### src/rtl/bg_render_pkg.sv
// bg_render_pkg
//   Shared definitions for the scrolling background renderer: the frame
//   sequencer state encoding and the default screen/tile geometry.
//   Optional build macro used by the renderer: COLOR_KEY_EN.
package bg_render_pkg;

  typedef enum logic [2:0] {
    S_IDLE  = 3'd0,
    S_FETCH = 3'd1,
    S_WAIT  = 3'd2,
    S_DRAW  = 3'd3,
    S_NEXT  = 3'd4,
    S_FLUSH = 3'd5
  } state_t;

  localparam int DEF_SCREEN_TILES_X = 20;
  localparam int DEF_SCREEN_TILES_Y = 15;
  localparam int DEF_TILE_W         = 8;
  localparam int DEF_TILE_H         = 8;
  localparam int DEF_MAP_LEN        = 100;
  localparam int DEF_COLOR_DEPTH    = 9;
  localparam int DEF_TILE_CODE_W    = 3;
  localparam int DEF_COLOR_KEY      = 0;

endpackage

### src/rtl/scroll_bg_renderer_if.sv
// scroll_bg_renderer_if
//   ROM bus between the renderer and its two synchronous ROMs.
//   level_addr -> level_tile : tilemap ROM, data one cycle after address
//   tile_addr  -> tile_data  : tileset ROM, data one cycle after address
//   master = renderer, slave = ROM side.
interface scroll_bg_renderer_if #(
  parameter int TILE_CODE_W = 3,
  parameter int TILE_AW     = 9,
  parameter int COLOR_DEPTH = 9
) ();
  logic [15:0]            level_addr;
  logic [TILE_CODE_W-1:0] level_tile;
  logic [TILE_AW-1:0]     tile_addr;
  logic [COLOR_DEPTH-1:0] tile_data;

  modport master (output level_addr, output tile_addr,
                  input  level_tile, input  tile_data);
  modport slave  (input  level_addr, input  tile_addr,
                  output level_tile, output tile_data);
endinterface

### src/rtl/bg_tile_walker.sv
// bg_tile_walker
//   Walks the pixels of one tile (px fastest), forms the tileset address and
//   the screen coordinate of each pixel, and clips pixels that fall off the
//   left/right screen edge because of the fine scroll.
//   Ports: clock, resetn; en (DRAW active); tile_code, col, row, fine;
//   tile_addr (combinational), last (final pixel of tile this cycle);
//   pix_valid/pix_x/pix_y registered one cycle after tile_addr.
module bg_tile_walker #(
  parameter int SCREEN_TILES_X = 20,
  parameter int TILE_W         = 8,
  parameter int TILE_H         = 8,
  parameter int TILE_CODE_W    = 3,
  parameter int CW             = 5,
  parameter int RW             = 4,
  parameter int XW             = 8,
  parameter int YW             = 7
) (
  input  logic                                          clock,
  input  logic                                          resetn,
  input  logic                                          en,
  input  logic [TILE_CODE_W-1:0]                        tile_code,
  input  logic [CW-1:0]                                 col,
  input  logic [RW-1:0]                                 row,
  input  logic [$clog2(TILE_W)-1:0]                     fine,
  output logic [TILE_CODE_W+$clog2(TILE_W*TILE_H)-1:0]  tile_addr,
  output logic                                          last,
  output logic                                          pix_valid,
  output logic [XW-1:0]                                 pix_x,
  output logic [YW-1:0]                                 pix_y
);

  localparam int PXW      = $clog2(TILE_W);
  localparam int PYW      = $clog2(TILE_H);
  localparam int SCREEN_W = SCREEN_TILES_X * TILE_W;
  localparam int PW       = CW + PXW + 1;

  logic [PXW-1:0] px;
  logic [PYW-1:0] py;
  logic [PW-1:0]  pos;
  logic [PW-1:0]  sx;
  logic           in_bounds;

  // Power-of-two tile sizes make code*W*H + py*W + px a plain concatenation.
  assign tile_addr = {tile_code, py, px};
  assign last      = en && (px == PXW'(TILE_W - 1)) && (py == PYW'(TILE_H - 1));

  // pos is the pixel's position in the rendered strip, before the fine shift.
  assign pos       = PW'({col, px});
  assign sx        = pos - PW'(fine);
  assign in_bounds = (pos >= PW'(fine)) && (sx < PW'(SCREEN_W));

  always_ff @(posedge clock or negedge resetn) begin
    if (!resetn) begin
      px <= '0;
      py <= '0;
    end else if (en) begin
      if (px == PXW'(TILE_W - 1)) begin
        px <= '0;
        py <= (py == PYW'(TILE_H - 1)) ? '0 : py + 1'b1;
      end else begin
        px <= px + 1'b1;
      end
    end
  end

  always_ff @(posedge clock or negedge resetn) begin
    if (!resetn) begin
      pix_valid <= 1'b0;
      pix_x     <= '0;
      pix_y     <= '0;
    end else begin
      pix_valid <= en && in_bounds;
      pix_x     <= XW'(sx);
      pix_y     <= YW'({row, py});
    end
  end

endmodule

### src/rtl/scroll_bg_renderer.sv
// scroll_bg_renderer
//   Renders one frame of a horizontally scrolling tile background. Tiles are
//   fetched row-major from the tilemap ROM, then each tile's pixels are read
//   from the tileset ROM and emitted as plot/x/y/color.
//   Ports: clock, resetn (async, active-low); start, x_offset_px;
//   rom (ROM bus: level_addr/level_tile, tile_addr/tile_data);
//   x, y, color, plot; busy, done.
//   Build macro COLOR_KEY_EN: when defined, pixels equal to COLOR_KEY are
//   not plotted.
//
//   state  | meaning
//   IDLE   | waiting for start
//   FETCH  | level_addr presented to tilemap ROM
//   WAIT   | tile code arrives, latched at end of cycle
//   DRAW   | TILE_W*TILE_H pixel reads from tileset ROM
//   NEXT   | advance to next column/row
//   FLUSH  | final pixel leaves the output register
module scroll_bg_renderer
  import bg_render_pkg::*;
#(
  parameter int SCREEN_TILES_X = DEF_SCREEN_TILES_X,
  parameter int SCREEN_TILES_Y = DEF_SCREEN_TILES_Y,
  parameter int TILE_W         = DEF_TILE_W,
  parameter int TILE_H         = DEF_TILE_H,
  parameter int MAP_LEN        = DEF_MAP_LEN,
  parameter int COLOR_DEPTH    = DEF_COLOR_DEPTH,
  parameter int TILE_CODE_W    = DEF_TILE_CODE_W,
  parameter int COLOR_KEY      = DEF_COLOR_KEY
) (
  input  logic                                          clock,
  input  logic                                          resetn,
  input  logic                                          start,
  input  logic [15:0]                                   x_offset_px,
  scroll_bg_renderer_if.master                          rom,
  output logic [$clog2(SCREEN_TILES_X*TILE_W)-1:0]      x,
  output logic [$clog2(SCREEN_TILES_Y*TILE_H)-1:0]      y,
  output logic [COLOR_DEPTH-1:0]                        color,
  output logic                                          plot,
  output logic                                          busy,
  output logic                                          done
);

  localparam int XW     = $clog2(SCREEN_TILES_X * TILE_W);
  localparam int YW     = $clog2(SCREEN_TILES_Y * TILE_H);
  localparam int FINE_W = $clog2(TILE_W);
  localparam int CW     = $clog2(SCREEN_TILES_X + 2);
  localparam int RW     = $clog2(SCREEN_TILES_Y + 1);

  state_t                 state, next_state;
  logic [FINE_W-1:0]      fine_q;
  logic [15:0]            map_col0;
  logic [15:0]            map_col;
  logic [15:0]            row_base;
  logic [CW-1:0]          col;
  logic [RW-1:0]          row;
  logic [TILE_CODE_W-1:0] tile_code;
  logic [15:0]            start_col;
  logic [CW-1:0]          last_col_idx;
  logic                   accept, last_col, last_row;
  logic                   walk_en, walk_last, walk_valid, key_ok;
  logic [XW-1:0]          walk_x;
  logic [YW-1:0]          walk_y;

  assign accept       = (state == S_IDLE) && start;
  assign start_col    = 16'((x_offset_px >> FINE_W) % MAP_LEN);
  // A non-zero fine scroll exposes part of one extra column on the right.
  assign last_col_idx = (fine_q == '0) ? CW'(SCREEN_TILES_X - 1) : CW'(SCREEN_TILES_X);
  assign last_col     = (col == last_col_idx);
  assign last_row     = (row == RW'(SCREEN_TILES_Y - 1));
  assign walk_en      = (state == S_DRAW);
  assign rom.level_addr = row_base + map_col;

  always_ff @(posedge clock or negedge resetn) begin
    if (!resetn) state <= S_IDLE;
    else         state <= next_state;
  end

  always_comb begin
    next_state = state;
    case (state)
      S_IDLE:  if (start) next_state = S_FETCH;
      S_FETCH: next_state = S_WAIT;
      S_WAIT:  next_state = S_DRAW;
      S_DRAW:  if (walk_last) next_state = S_NEXT;
      S_NEXT:  next_state = (last_col && last_row) ? S_FLUSH : S_FETCH;
      S_FLUSH: next_state = S_IDLE;
      default: next_state = S_IDLE;
    endcase
  end

  always_ff @(posedge clock or negedge resetn) begin
    if (!resetn) begin
      fine_q    <= '0;
      map_col0  <= '0;
      map_col   <= '0;
      row_base  <= '0;
      col       <= '0;
      row       <= '0;
      tile_code <= '0;
      busy      <= 1'b0;
      done      <= 1'b0;
    end else begin
      done <= (state == S_FLUSH);
      if (accept) begin
        fine_q   <= x_offset_px[FINE_W-1:0];
        map_col0 <= start_col;
        map_col  <= start_col;
        row_base <= '0;
        col      <= '0;
        row      <= '0;
        busy     <= 1'b1;
      end else if (state == S_FLUSH) begin
        busy <= 1'b0;
      end
      if (state == S_WAIT) tile_code <= rom.level_tile;
      if ((state == S_NEXT) && !(last_col && last_row)) begin
        if (last_col) begin
          col      <= '0;
          row      <= row + 1'b1;
          row_base <= row_base + 16'(MAP_LEN);
          map_col  <= map_col0;
        end else begin
          col     <= col + 1'b1;
          map_col <= (map_col == 16'(MAP_LEN - 1)) ? '0 : map_col + 1'b1;
        end
      end
    end
  end

  bg_tile_walker #(
    .SCREEN_TILES_X (SCREEN_TILES_X),
    .TILE_W         (TILE_W),
    .TILE_H         (TILE_H),
    .TILE_CODE_W    (TILE_CODE_W),
    .CW             (CW),
    .RW             (RW),
    .XW             (XW),
    .YW             (YW)
  ) u_walker (
    .clock     (clock),
    .resetn    (resetn),
    .en        (walk_en),
    .tile_code (tile_code),
    .col       (col),
    .row       (row),
    .fine      (fine_q),
    .tile_addr (rom.tile_addr),
    .last      (walk_last),
    .pix_valid (walk_valid),
    .pix_x     (walk_x),
    .pix_y     (walk_y)
  );

`ifdef COLOR_KEY_EN
  assign key_ok = (rom.tile_data != COLOR_DEPTH'(COLOR_KEY));
`else
  assign key_ok = 1'b1;
`endif

  // tile_data for the walker's registered coordinate is on the bus now.
  always_ff @(posedge clock or negedge resetn) begin
    if (!resetn) begin
      plot  <= 1'b0;
      x     <= '0;
      y     <= '0;
      color <= '0;
    end else begin
      plot <= walk_valid && key_ok;
      if (walk_valid) begin
        x     <= walk_x;
        y     <= walk_y;
        color <= rom.tile_data;
      end
    end
  end

endmodule

### src/flat_wrapper.sv
// flat-port wrapper written by rule: the top's interface ports become plain ports
module scroll_bg_renderer_flat import bg_render_pkg::*;
#(
  parameter int SCREEN_TILES_X = DEF_SCREEN_TILES_X,
  parameter int SCREEN_TILES_Y = DEF_SCREEN_TILES_Y,
  parameter int TILE_W         = DEF_TILE_W,
  parameter int TILE_H         = DEF_TILE_H,
  parameter int MAP_LEN        = DEF_MAP_LEN,
  parameter int COLOR_DEPTH    = DEF_COLOR_DEPTH,
  parameter int TILE_CODE_W    = DEF_TILE_CODE_W,
  parameter int COLOR_KEY      = DEF_COLOR_KEY
)
  (clock, resetn, start, x_offset_px, x, y, color, plot, busy, done, rom_level_addr, rom_tile_addr, rom_level_tile, rom_tile_data);
  scroll_bg_renderer_if #(.TILE_CODE_W(TILE_CODE_W), .TILE_AW(9), .COLOR_DEPTH(COLOR_DEPTH)) rom_i ();
  input  logic clock;
  input  logic resetn;
  input  logic start;
  input  logic [15:0] x_offset_px;
  output logic [$clog2(SCREEN_TILES_X*TILE_W)-1:0] x;
  output logic [$clog2(SCREEN_TILES_Y*TILE_H)-1:0] y;
  output logic [COLOR_DEPTH-1:0] color;
  output logic plot;
  output logic busy;
  output logic done;
  output wire logic [$bits(rom_i.level_addr)-1:0] rom_level_addr;
  output wire logic [$bits(rom_i.tile_addr)-1:0] rom_tile_addr;
  input wire logic [$bits(rom_i.level_tile)-1:0] rom_level_tile;
  input wire logic [$bits(rom_i.tile_data)-1:0] rom_tile_data;
  assign rom_level_addr = rom_i.level_addr;
  assign rom_tile_addr = rom_i.tile_addr;
  assign rom_i.level_tile = rom_level_tile;
  assign rom_i.tile_data = rom_tile_data;
  scroll_bg_renderer #(.SCREEN_TILES_X(SCREEN_TILES_X), .SCREEN_TILES_Y(SCREEN_TILES_Y), .TILE_W(TILE_W), .TILE_H(TILE_H), .MAP_LEN(MAP_LEN), .COLOR_DEPTH(COLOR_DEPTH), .TILE_CODE_W(TILE_CODE_W), .COLOR_KEY(COLOR_KEY)) u_core (.clock(clock), .resetn(resetn), .start(start), .x_offset_px(x_offset_px), .rom(rom_i), .x(x), .y(y), .color(color), .plot(plot), .busy(busy), .done(done));
endmodule
### config.mk
export PLATFORM = sky130hd
export DESIGN_NAME = scroll_bg_renderer_flat
export DESIGN_NICKNAME = d
export VERILOG_FILES = /design/src/rtl/bg_render_pkg.sv /design/src/rtl/scroll_bg_renderer_if.sv /design/src/rtl/bg_tile_walker.sv /design/src/rtl/scroll_bg_renderer.sv /design/src/flat_wrapper.sv
export SDC_FILE = /design/constraint.sdc
export NUM_CORES = 1
export LEC_CHECK = 0
export BUFFER_PORTS_ARGS = -buffer_cell sky130_fd_sc_hd__buf_2
export CORE_MARGIN = 1.5
export CORE_UTILIZATION = 40
export DETAILED_ROUTE_END_ITERATION = 6
export PLACE_DENSITY = 0.61
export SKIP_LAST_GASP = 1
export SYNTH_ARGS = -nofsm -noshare
export SYNTH_HDL_FRONTEND = slang
export SYNTH_SLANG_ARGS = --single-unit
### constraint.sdc
create_clock -name clock -period 4.6 [get_ports clock]
set_input_delay 0.69 -clock clock [delete_from_list [all_inputs] [get_ports clock]]
set_output_delay 0.69 -clock clock [all_outputs]
set_load 0.005 [all_outputs]
Word-level counts from Yosys, hierarchy flattened:

Cells that the tools add are included.

* word-level logic and storage cells: 78
* register bits: 115
* input bits: 31
* output and inout port bits: 52

* magnitude comparators: 2
* equality and inequality tests: 12
* reductions and logical operators: 14
* div/mod/pow operators: 1
* multiplexer cells: 22
* $add $sub $neg: 8

Operators with widths (count)
* $mux 16: 7
* $mod 13x7->32 const B: 1
* $mux 3: 6
* $add 16x1->16 const B: 1
* $add 16x16->16: 1
* $add 16x7->16 const B: 1
* $eq 16x7->1 const B: 1
* $mux 5: 3
* $pmux 3 s5: 1
* $eq 3x3->1 const B: 4
* $mux 4: 3
* $lt 9x8->1 const B: 1
* $sub 8x3->9: 1
* $ge 8x3->1: 1
* $logic_and 1x1->1: 7
* $add 3x1->3 const B: 2
* $eq 3x2->1 const B: 2
* $logic_not 3->1: 2
* $add 5x1->5 const B: 1
* $eq 5x5->1: 1
* $add 4x1->4 const B: 1
* $eq 4x4->1 const B: 1
* $reduce_and 2->1: 2
* $reduce_bool 2->1: 2
* 5 further kinds: 6

Depth between registers and ports, before layout:

* word-level depth: 7
* gate-level depth with buffers: 24
* mapped depth without buffers: 20

Cells and area by module:

A second synthesis with hierarchy kept.

* cells, all modules: 823
* area total of the unflattened synthesis: 7688.6 sq um

By module, submodules not included
* scroll_bg_renderer: sequential area each 2327.2 sq um, cells each 748, area an instance 6731.5 sq um, times used 1
* bg_tile_walker: sequential area each 550.5 sq um, cells each 75, area an instance 957.2 sq um, times used 1

Worst setup path before layout:

No wires, ideal clock.

* path kind: input port to flip-flop
* from: in x_offset_px[13]
* to: reg u_core.map_col[5]
* buffers on the path: 2
* stages on the path: 22
* library setup time: 138 ps
* path slack: -1297 ps
* arrival: 5759 ps
* required time: 4462 ps
* cells stage by stage: buf_2 -> nor3_2 -> nor2_1 -> ha_1 -> nand3b_1 -> o211a_1 -> a2111oi_0 -> or3_1 -> buf_2 -> mux2i_2 -> nand2_1 -> a21o_1 -> mux2_2 -> a211o_1 -> nor3_1 -> a211o_2 -> a21oi_1 -> or4_4 -> nand2_1 -> a2bb2oi_1 -> mux2i_1 -> o211ai_1

* longest elaborated chain between the ends: 3

RTL lines
* start: declaration: RTL line flat_wrapper.sv:18 `input logic [15:0] x_offset_px;`
* $mod 13x7->32: RTL line scroll_bg_renderer.sv:65 `assign start_col = 16'((x_offset_px >> FINE_W) % MAP_LEN);`
* $mux 16: RTL line scroll_bg_renderer.sv:104 `if (accept) begin`
* $mux 16: RTL line scroll_bg_renderer.sv:116 `if ((state == S_NEXT) && !(last_col && last_row)) begin`
* end signal: assignment: RTL line scroll_bg_renderer.sv:107 `map_col <= start_col;`
* end signal: assignment: RTL line scroll_bg_renderer.sv:121 `map_col <= map_col0;`
* end signal: assignment: RTL line scroll_bg_renderer.sv:124 `map_col <= (map_col == 16'(MAP_LEN - 1)) ? '0 : map_col + 1'b1;`
* end: declaration: RTL line scroll_bg_renderer.sv:52 `logic [15:0] map_col;`

No other way between the ends. The select of a mux whose other input is x is not followed.
A chain may end at the register's enable or synchronous reset.

Worst setup path in the final report:

* from: in x_offset_px[12]
* to: reg u_core.map_col0[8]

* longest elaborated chain between the ends: 1

RTL lines
* $mod 13x7->32: RTL line scroll_bg_renderer.sv:65
* end signal: assignment: RTL line scroll_bg_renderer.sv:106 `map_col0 <= start_col;`
* end: declaration: RTL line scroll_bg_renderer.sv:51 `logic [15:0] map_col0;`

No other way between the ends.

==> flow_metrics.py <==
metrics = {
    "status": {
        "status": "finished with violations",
        "violations": "DRC, setup timing",
    },
    "critical_path": {
        "cp-end-kind": "flip-flop",
        "critPathMaxStageDelay_ps": 480,
        "rr_worst_depth": 11,
        "path_max_fanout": 6,
        "crit_required_ps": 4880,
        "start_kind": "input port",
        "cp.arrival_ps": 5500,
        "cpMaxStageDelayCell": "a2111o_1",
        "criticalPathCategory": "input port to flip-flop",
        "rr_startpoint": "u_core.fine_q[1]",
        "path_common_cell": "buf_4",
        "r2r-end": "u_core.row_base[14]",
        "reg2reg_slack_ps": 1170,
    },
    "floorplanning": {
        "core_mm2": 0.0181,
        "fp.dieW_um": 139,
        "die_h_um": 139,
        "fp.dieArea_mm2": 0.0194,
        "fp-row-count": 49,
        "ioPinCount": 83,
        "start_util_pct": 41.2,
    },
    "grt": {
        "grt_pass1_wl_um": 32900,
        "grt_max_degree": 63,
        "grt_util_all_layers_pct": 20.4,
        "grt-ovfl-total": 0,
        "antenna_found_initial": 0,
        "first_global_vias": 6662,
    },
    "drt": {
        "dr.first_iter.drc_count": 338,
        "ant_nets": 0,
        "detail_route.first_pass.iterations": 7,
        "vias": 6713,
        "route.detailed.drc": 14,
        "wl_per_cell_um": 15.7,
        "drt-total-wl_um": 19400,
        "vias_per_cell": 5.44,
    },
    "final_layout": {
        "num-fill-cells": 1605,
        "layout.cells.non_filler": 1235,
        "final_core_util_pct": 54.6,
        "area_growth_pct": 32.7,
        "drive_gt1_share_pct": 34.4,
        "fin_nets": 1055,
        "antenna_cells": 0,
    },
    "sta": {
        "setup_slack_ps": -621,
        "drv_slew": 0,
        "fin_crit_sh_pct": 114,
        "fin_tns_setup_ps": -11270,
        "finClkSkew_ps": 6.35,
        "hold_viol": 0,
        "setup_violations": 20,
        "hold_ws_ps": 363,
        "fmax_mhz": 192,
        "rsz0062_at_grt": "yes",
        "maxSlewHeadroom_pct": 32.6,
        "post-route-min-period_ps": 5220,
        "worst_slew_pin_slew_ps": 1010,
    },
    "yosys": {
        "yosys.area.top_type": "dfrtp_1",
        "synth_ff_type": "dfrtp_1",
        "syn-cell-area_mm2": 0.00745,
        "ys_seq_area_share_pct": 38.6,
        "synth_area_per_cell_um2": 9.22,
        "async_flop_share_pct": 100,
        "synthTopCellsByArea": "dfrtp_1 39%, ha_1 4.9%, nand2_1 4.4%",
        "yosys.cell_types.count": 86,
        "yosysWarnings": 0,
        "synth_cells": 808,
        "syn_nets": 870,
        "yosysTopAreaCellShare_pct": 38.6,
        "synth-edff-count": 0,
        "synth-seq-cells": 115,
    },
    "pwr": {
        "ir_drop_uv": 259,
        "power.density_mw_per_mm2": 517,
        "power.total_mw": 5.11,
        "p_leak_nw": 4.45,
    },
    "clock_network": {
        "cts.clk_slew.worst_paths_ps": 60,
        "clock-sinks": 115,
        "cts_root_buf": "clkbuf_16",
        "cts_tree": "done",
        "numCtsBuffers": 17,
        "clockBufferDepth": 2,
        "cts_hold_buf": 0,
        "htreeDepth": 4,
        "clk_latency_ps": 410,
    },
    "placement": {
        "place.gp.congestion": 0.889,
        "place_inst": 1195,
        "dpl.hpwl_um": 14100,
        "io_buffer_count": 82,
    },
    "job": {
        "max_cap_viol_count": 0,
    },
    "hold_path": {
        "hp-class": "input port to asynchronous set/reset pin",
    },
}
[cells in the mapped netlist (6+ instances only)]
cell type,number
dfrtp_1,115
nand2_1,88
a21oi_1,53
nor2_1,48
o21ai_0,42
inv_1,34
nand3_1,31
xnor2_1,30
ha_1,29
mux2_2,29
clkbuf_1,27
nor3_1,22
xor2_1,15
o31ai_1,14
a21o_1,12
a221oi_1,10
a31oi_1,10
o211ai_1,10
nor4_1,9
and2_1,8
mux2i_1,8
o21ai_1,8
o21bai_1,8
a211oi_1,7
buf_2,7
nand4_1,7
nor3b_1,6
or3_1,6
[critical path, delay by kind of cell]
kind            cells  cell delay (ps)
simple gates        6              710
buf+inv             5              780
fa+ha+maj           1              280
compound gates     12             2940
xor+xnor            1              100
[per-layer routing]
layer | global-route usage [%] | vias up | wire length, um
li1 | - | 3333 | -
met4 | 7.22 | 0 | 324
met2 | 34.0 | 140 | 9360
met3 | 3.37 | 23 | 664
met1 | 27.0 | 3217 | 9000
met5 | 0 | - | 0
[worst max-delay path by stage]
stage	startpoint	endpoint	depth (start not counted)
5_1_grt	x_offset_px[12]	u_core.map_col[5]	24
6_report	x_offset_px[12]	u_core.map_col0[8]	25
2_1_floorplan	x_offset_px[13]	u_core.map_col[8]	23
3_5_place_dp	x_offset_px[12]	u_core.map_col[3]	21
3_3_place_gp	x_offset_px[12]	u_core.map_col[3]	21
4_1_cts	x_offset_px[12]	u_core.map_col[8]	23
[final cells by class]
type | count | area [um^2] | share of cell area [%]
well taps | 229 | 287 | 2.90
multi-input cells | 620 | 4590 | 46.5
inverters | 34 | 128 | 1.29
flip-flops and latches | 115 | 2880 | 29.1
clock buffers | 18 | 429 | 4.34
clock inverters | 14 | 203 | 2.05
repair buffers | 205 | 1360 | 13.8
[placed cells by master (no fill, tap or decap), types with 5 or more instances in the layout]
| cell | synthesis | final |
|---|---|---|
| nor2_1 | 48 | 44 |
| o21bai_1 | 8 | 8 |
| nor3_1 | 22 | 19 |
| ha_1 | 29 | 29 |
| buf_4 | 1 | 121 |
| o31ai_1 | 14 | 13 |
| or2_2 | 5 | 5 |
| o21ai_0 | 42 | 38 |
| or3_1 | 6 | 5 |
| o21ai_2 | 2 | 6 |
| o21ai_1 | 8 | 8 |
| a21oi_1 | 53 | 47 |
| buf_2 | 7 | 79 |
| nand4_1 | 7 | 7 |
| nand3b_1 | 5 | 5 |
| clkbuf_16 | 0 | 17 |
| xor2_1 | 15 | 14 |
| mux2_2 | 29 | 29 |
| nor4_1 | 9 | 7 |
| a21o_1 | 12 | 12 |
| nor2b_1 | 5 | 5 |
| o211ai_1 | 10 | 10 |
| xnor2_1 | 30 | 26 |
| a31oi_1 | 10 | 10 |
| nand3_1 | 31 | 31 |
| nand2_1 | 88 | 86 |
| and2_1 | 8 | 6 |
| inv_1 | 34 | 34 |
| a221oi_1 | 10 | 10 |
| a21oi_2 | 2 | 5 |
| mux2i_1 | 8 | 7 |
| dfrtp_1 | 115 | 114 |
| a22oi_1 | 5 | 5 |
[timing repair]
item | CTS | global route
pin swaps | 15 | 3
setup buffers | 7 | 1
endpoints found under the setup margin | 20 | 22
gates resized for setup | 36 | 17
[state kept, by name (all words and copies together) (netlist names), 4 cells and up]
register / count
u_core.col: 5
u_core.color: 9
u_core.map_col: 16
u_core.map_col0: 16
u_core.row: 4
u_core.row_base: 16
u_core.u_walker.pix_x: 8
u_core.u_walker.pix_y: 7
u_core.x: 8
u_core.y: 7
[through the flow]
step           setup WS (ps)  area [um^2]
2_1_floorplan           -943         7550
3_3_place_gp           -1120         8940
3_5_place_dp           -1220         8940
4_1_cts                 -566         9800
5_1_grt                 -940         9880
6_report                -621         9880
[report_power, final]
group	switching (mW)	leakage (nW)	internal, mW
Combinational	1.03	2.78	1.12
Sequential	0.254	1.37	1.30
Clock	0.488	0.294	0.914
[logic make-up after synthesis]
kind of cell             count (synthesis)  synth area share (%)
adder cells (fa/ha/maj)                 35                  5.95
AND/OR/NAND/NOR                        262                  17.5
multiplexers                            38                  5.65
flip-flops                             115                  38.6
AO/OA/AOI/OAI                          240                  22.9
XOR/XNOR                                45                  5.29
buffers and inverters                   73                  4.05
Power figures use the tool's default switching activity.
